==> config.mk <==
export PLATFORM = sky130hd
export DESIGN_NAME = tft_spi_tx
export DESIGN_NICKNAME = d
export VERILOG_FILES = /design/src/rtl/tft_spi_tx.sv
export SDC_FILE = /design/constraint.sdc
export NUM_CORES = 1
export LEC_CHECK = 0
export BUFFER_PORTS_ARGS = -buffer_cell sky130_fd_sc_hd__clkbuf_2
export CORE_MARGIN = 3
export CORE_UTILIZATION = 58
export CTS_CLUSTER_SIZE = 16
export DETAILED_ROUTE_END_ITERATION = 6
export PLACE_DENSITY = 0.8
export SETUP_SLACK_MARGIN = 0.5
export SYNTH_ARGS = -nofsm -noshare
export SYNTH_HDL_FRONTEND = slang
export SYNTH_SLANG_ARGS = --single-unit
==> constraint.sdc <==
create_clock -name clk -period 2.1 [get_ports clk]
set_input_delay 0.42 -clock clk [delete_from_list [all_inputs] [get_ports clk]]
set_output_delay 0.42 -clock clk [all_outputs]
set_load 0.005 [all_outputs]
==> src/rtl/tft_spi_tx.sv <==
// tft_spi_tx: byte-wide SPI mode-0 transmitter for TFT panels with D/C and lazy chip-select release.
// Optional TFT_SPI_HWRESET_EN adds a panel hardware-reset sequence on tft_rst_n.
module tft_spi_tx #(
   parameter int CLK_DIV  = 2,
   parameter int CS_IDLE  = 16,
   parameter int RST_LOW  = 1000,
   parameter int RST_WAIT = 100000
) (
   input  logic       clk,
   input  logic       rst,
   input  logic       tft_transmit,
   input  logic       tft_dc,
   input  logic [7:0] tft_data,
   output logic       tft_busy,
   output logic       spi_sclk,
   output logic       spi_mosi,
   output logic       spi_cs_n,
   output logic       spi_dc
`ifdef TFT_SPI_HWRESET_EN
   ,
   output logic       tft_rst_n
`endif
);
   localparam int DW = CLK_DIV > 1 ? $clog2(CLK_DIV) : 1;
   localparam int IW = CS_IDLE > 1 ? $clog2(CS_IDLE) : 1;
   if (CLK_DIV < 1 || CLK_DIV > 255 || CS_IDLE < 1 || CS_IDLE > 65535 || RST_LOW < 1 || RST_WAIT < 1)
   begin : g_bad_param
      $error("tft_spi_tx: parameter out of range");
   end
`ifdef TFT_SPI_HWRESET_EN
   localparam int RM = RST_LOW > RST_WAIT ? RST_LOW : RST_WAIT;
   localparam int RW = RM > 1 ? $clog2(RM) : 1;
   typedef enum logic [1:0] {IDLE, SHIFT, RSTLO, RSTWAIT} state_t;
   localparam state_t S_RST = RSTLO;
   logic [RW-1:0] rcnt_q, rcnt_d;
   logic          rst_n_q, rst_n_d;
   assign tft_rst_n = rst_n_q;
`else
   typedef enum logic {IDLE, SHIFT} state_t;
   localparam state_t S_RST = IDLE;
`endif
   state_t        state_q, state_d;
   logic [DW-1:0] div_q, div_d;
   logic [3:0]    tog_q, tog_d;
   logic [7:0]    sh_q, sh_d;
   logic [IW-1:0] idle_q, idle_d;
   logic          sclk_q, sclk_d, cs_n_q, cs_n_d, dc_q, dc_d;
   assign tft_busy = state_q != IDLE;
   assign spi_sclk = sclk_q;
   assign spi_mosi = sh_q[7];
   assign spi_cs_n = cs_n_q;
   assign spi_dc   = dc_q;
   always_comb begin
      state_d = state_q;
      div_d   = div_q;
      tog_d   = tog_q;
      sh_d    = sh_q;
      idle_d  = idle_q;
      sclk_d  = sclk_q;
      cs_n_d  = cs_n_q;
      dc_d    = dc_q;
`ifdef TFT_SPI_HWRESET_EN
      rcnt_d  = rcnt_q;
      rst_n_d = rst_n_q;
`endif
      case (state_q)
         IDLE: begin
            if (tft_transmit) begin
               state_d = SHIFT;
               sh_d    = tft_data;
               dc_d    = tft_dc;
               cs_n_d  = 1'b0;
               sclk_d  = 1'b0;
               div_d   = '0;
               tog_d   = '0;
               idle_d  = '0;
            end else if (!cs_n_q) begin
               cs_n_d = idle_q == IW'(CS_IDLE - 1);
               idle_d = cs_n_d ? '0 : idle_q + 1'b1;
            end
         end
         SHIFT: begin
            if (div_q == DW'(CLK_DIV - 1)) begin
               div_d  = '0;
               sclk_d = !sclk_q;
               tog_d  = tog_q + 1'b1;
               // the final falling edge ends the byte; bit 0 stays on mosi
               sh_d    = (sclk_q && tog_q != 4'd15) ? {sh_q[6:0], 1'b0} : sh_q;
               state_d = tog_q == 4'd15 ? IDLE : SHIFT;
            end else begin
               div_d = div_q + 1'b1;
            end
         end
`ifdef TFT_SPI_HWRESET_EN
         RSTLO: begin
            rcnt_d  = rcnt_q == RW'(RST_LOW - 1) ? '0 : rcnt_q + 1'b1;
            rst_n_d = rcnt_q == RW'(RST_LOW - 1);
            state_d = rst_n_d ? RSTWAIT : RSTLO;
         end
         RSTWAIT: begin
            rcnt_d  = rcnt_q == RW'(RST_WAIT - 1) ? '0 : rcnt_q + 1'b1;
            state_d = rcnt_q == RW'(RST_WAIT - 1) ? IDLE : RSTWAIT;
         end
`endif
         default: state_d = IDLE;
      endcase
   end
   always_ff @(posedge clk) begin
      if (rst) begin
         state_q <= S_RST;
         div_q   <= '0;
         tog_q   <= '0;
         sh_q    <= '0;
         idle_q  <= '0;
         sclk_q  <= 1'b0;
         cs_n_q  <= 1'b1;
         dc_q    <= 1'b0;
`ifdef TFT_SPI_HWRESET_EN
         rcnt_q  <= '0;
         rst_n_q <= 1'b0;
`endif
      end else begin
         state_q <= state_d;
         div_q   <= div_d;
         tog_q   <= tog_d;
         sh_q    <= sh_d;
         idle_q  <= idle_d;
         sclk_q  <= sclk_d;
         cs_n_q  <= cs_n_d;
         dc_q    <= dc_d;
`ifdef TFT_SPI_HWRESET_EN
         rcnt_q  <= rcnt_d;
         rst_n_q <= rst_n_d;
`endif
      end
   end
endmodule

After elaboration in Yosys (flattened, before gate mapping):

Index checks and enable logic that the tools add are counted.
Widths: inputs -> output; s select.

* add/subtract/negate cells: 3
* equal/unequal tests: 7
* muxes and demuxes: 21
* bitwise gates (word level): 1
* reductions and logical operators: 6

Operators by type and width (count)
* $mux 8: 3
* $mux 4: 5
* $pmux 8 s2: 1
* $add 4x1->4 const B: 2
* $eq 4x4->1 const B: 2
* $mux 1: 8
* $pmux 4 s2: 1
* $pmux 1 s2: 3
* $reduce_and 2->1: 3
* $ne 2x1->1 const B: 2
* $ne 2x2->1 const B: 2
* $ne 4x4->1 const B: 1
* $reduce_and 3->1: 1
* $add 1x1->1 const B: 1
* $logic_and 1x1->1: 1
* $logic_not 1->1: 1
* $not 1->1: 1

* bits in registers: 21
* input bits: 12
* word-level logic and storage cells: 46

Longest topological paths before layout:

* word-level depth: 5
* gate-level depth with buffers: 6
* gate-level depth less buffers: 5

Worst setup path before layout:

No wires, ideal clock.

* path kind: input to register
* start: input tft_transmit
* end: register sh_q[3]
* arrival: 1.252 ns
* required time: 2.021 ns
* path slack: 0.769 ns
* cell stages on the path: 6
* buffers on the path: 2
* cell sequence: buf_2 -> nand2b_2 -> a22oi_4 -> buf_6 -> nor2_1 -> a211oi_2

* cells in the longest elaborated chain, start to end: 2

Ends and longest elaborated chain
* from (decl): RTL line 11 `input logic tft_transmit,`
* $ne 2x2->1 (no source line)
* $reduce_and 3->1 (no source line)
* to (signal assigned): RTL line 113 `sh_q <= '0;`
* to (signal assigned): RTL line 126 `sh_q <= sh_d;`
* to (decl): RTL line 45 `logic [7:0] sh_q, sh_d;`

No other way between the ends.
A chain may end at the register's enable or synchronous reset.

Worst setup path after layout:

* start: register state_q (netlist: tft_busy)
* end: register sh_q[7]

* cells in the longest elaborated chain, start to end: 3
* elaborated cells between the ends (all ways): 6

Ends and longest elaborated chain
* from (decl): RTL line 42 `state_t state_q, state_d;`
* from (signal assigned): RTL line 123 `state_q <= state_d;`
* $not 1->1
* $ne 2x2->1 (no source line)
* $reduce_and 3->1 (no source line)

Several ways; a longest one is shown, not always the timed one.

==> impl_metrics.tcl <==
set metrics [dict create \
    status "complete, no violations" \
    rows 14 \
    final_cell_area_um2 1117 \
    ir_drop_v 0.0005181 \
    drcViolationCount 0 \
    leakage_nw 0.4702 \
    finalCritPeriodShare_pct 69.74 \
    whs_ps 356.8 \
    path_cells "buf_4, nand2b_2, a22oi_4, nor2_1, a211oi_1" \
    rsz0062_at_grt "false" \
    max_cap_viol_count 0 \
    critPathSlowestCell "a22oi_4" \
    cts_sinks 21 \
    crit_fanout 15 \
    cts_tree "done" \
    start_util_pct 64.52 \
    vias 800 \
    die_x_um 47.88 \
    utilization_pct 70.87 \
    yosys-top-cells-area "dfxtp_1 41%, mux2i_1 8.9%, nor2_1 6.3%" \
    finalSetupViolCount 0 \
    via_per_inst 5.674 \
    areaGrowthSynthToFinish_pct 9.840 \
    clock.fmax_mhz 682.8 \
    hold_buffers 0 \
    io_buffers 16 \
    place_area_um2 1091 \
    die_area_um2 2292 \
    worst_slew_pin_slew_ps 448.0 \
    crit_buf_inv 1 \
    clkSlewWorstSetupHoldPaths_ps 110 \
    ctsHtreeMaxLevel 1 \
    p_sw_mw 0.1855 \
    pwr-share-seq_pct 59.3 \
    grt_overflow 0 \
    cts-buffers-inserted 3 \
    internal_power_mw 0.5424 \
    drtPass1Iterations 4 \
    dr.first_iter.drc_count 7 \
    core-area_um2 1577 \
    most-common-layout-cells "21 x dfxtp_1, 17 x nor2_1, 16 x clkbuf_2" \
    yosysWarnings 0 \
    synth.distinct_cells 30 \
    antenna_found_initial 0 \
    postCtsSetupBuffers 0 \
    ys_seq_area_share_pct 41.33 \
    maxSlewViolCount 0 \
    wl_um 1710 \
    pre_cts_ws_ps 558.6 \
    grt_max_degree 23 \
    cpLargestDelayFamily "compound AO/OA/AOI/OAI gates" \
    syn-num-nets 124 \
    final_common_cell "dfxtp_1" \
    arrival_ps 1680 \
    netlist_instances 110 \
    gp_congestion 0.8092 \
    syn_avg_cell_area_um2 9.248 \
    p_total_mw 0.7280 \
    finalNetCount 140 \
    slew_headroom_pct 70.13 \
    wl_per_cell_um 12.13 \
    worstPathRequired_ps 2310 \
    hold_viol 0 \
    placed_cells 137 \
    synth_area_leader_cell "dfxtp_1" \
    fin_ws_ps 635.4 \
    track_usage_pct 17.62 \
    clock_path_buffers 2 \
    grt_pass1_wl_um 2822 \
    cts.repair.resized 0 \
    cp-start-kind "flop" \
    root_buffer "clkbuf_4" \
    synth.cell_area_um2 1017 \
    timing.setup.tns_ps 0 \
    die_h_um 47.88 \
    synth_top_area_share_pct 41.33 \
    critPathMaxStageDelay_ps 350 \
    p_sw_share_pct 25.49 \
    setup.worst_path.class "flop to flop" \
    first_global_vias 668 \
    n_antenna_cell 0 \
    combPwrFrac_pct 14.9 \
    power_density_nw_per_um2 651.5 \
    clk_latency_ps 300 \
    instances_no_fill 141 \
    skew_ps 1.213 \
    power_frac_clock_pct 25.8 \
    dp_hpwl_um 1280 \
    period_minus_slack_ps 1465 \
    io_pins 17 \
    cp-end-kind "flop" \
    antenna_left 0 \
    synth.ff_latch_count 21 \
    hold_class "input pin to flop" \
    final_layout_size_suffix_gt1_share_pct 22.40 \
]
==> cells in the mapped netlist <==
library cell and n:
mux2i_1 9, nand4b_1 2, mux2_2 1, buf_2 3
and2_1 2, nor3b_1 3, a311oi_1 1, a21boi_0 1
ha_1 2, nand3_1 3, a22oi_4 1, a21oi_1 9
nand2_1 1, nor3_1 2, a211oi_1 6, o21bai_1 1
inv_1 4, dfxtp_1 21, nand2b_1 2, a22oi_1 1
and3_4 1, buf_6 2, clkbuf_1 3, o32ai_1 1
nor2_1 17, nand2b_2 1, a211oi_2 2, xor2_1 3
o21ai_0 4, nand4_1 1
==> tightest hold or removal path: cells and delay by family <==
family | cells | cell delay [ps]
and+or+nand+nor | 1 | 70
buffers and inverters | 1 | 70
muxes | 1 | 60
==> state kept, by name, indices dropped and copies added, names as in the netlist <==
signal and cells:
spi_sclk 1, idle_q 4, div_q 1, spi_dc 1
spi_cs_n 1, tft_busy 1, tog_q 4, sh_q 8
==> layout make-up <==
| cell class | instances | area, um^2 |
|---|---|---|
| multi-input cells | 77 | 533.0 |
| fillers | 127 | 459.2 |
| flip-flops and latches | 21 | 420.4 |
| repair buffers | 19 | 102.6 |
| clock buffers | 4 | 26.28 |
| well taps | 16 | 20.02 |
| inverters | 4 | 15.01 |
==> logic make-up (layout without fill, tap and decap cells) <==
group / count (synthesis) / count (layout) / share of synthesized area (%)
and+or+nand+nor: 35 / 35 / 18.08
AOI/OAI and AO/OA: 27 / 27 / 19.31
DFF: 21 / 21 / 41.33
buffers and inverters: 12 / 27 / 6.272
muxes: 10 / 10 / 9.963
xor gates and xnor gates: 3 / 3 / 2.583
adders and majority gates: 2 / 2 / 2.460
==> per-layer routing <==
| metal | share of wire [%] | track usage (%) |
|---|---|---|
| met1 | 50 | 22.87 |
| met2 | 45 | 26.91 |
| met5 | 0 | 0 |
| met3 | 3.1 | 4.887 |
| met4 | 1.6 | 8.065 |
==> power groups by stage <==
stage,Combinational (mW),Sequential [mW],Clock (mW)
finish,0.108,0.432,0.188
global route,0.122,0.434,0.207
global placement,0.106,0.440,0
floorplan,0.0834,0.439,0
CTS,0.110,0.432,0.197
detailed placement,0.109,0.441,0
==> path summary, 6_finish.rpt <==
check                              start  cells past startpoint  slack, ps                      to
hold reg to reg   idle_q[3]$_SDFFE_PP0P_                      2        500  idle_q[3]$_SDFFE_PP0P_
setup / recovery     tft_busy$_SDFF_PP0_                      5        640    sh_q[7]$_SDFFE_PP0P_
hold / removal                    tft_dc                      3        360     spi_dc$_SDFFE_PP0P_
setup reg to reg     tft_busy$_SDFF_PP0_                      5        640    sh_q[7]$_SDFFE_PP0P_
(Power assumes the default switching activity.)
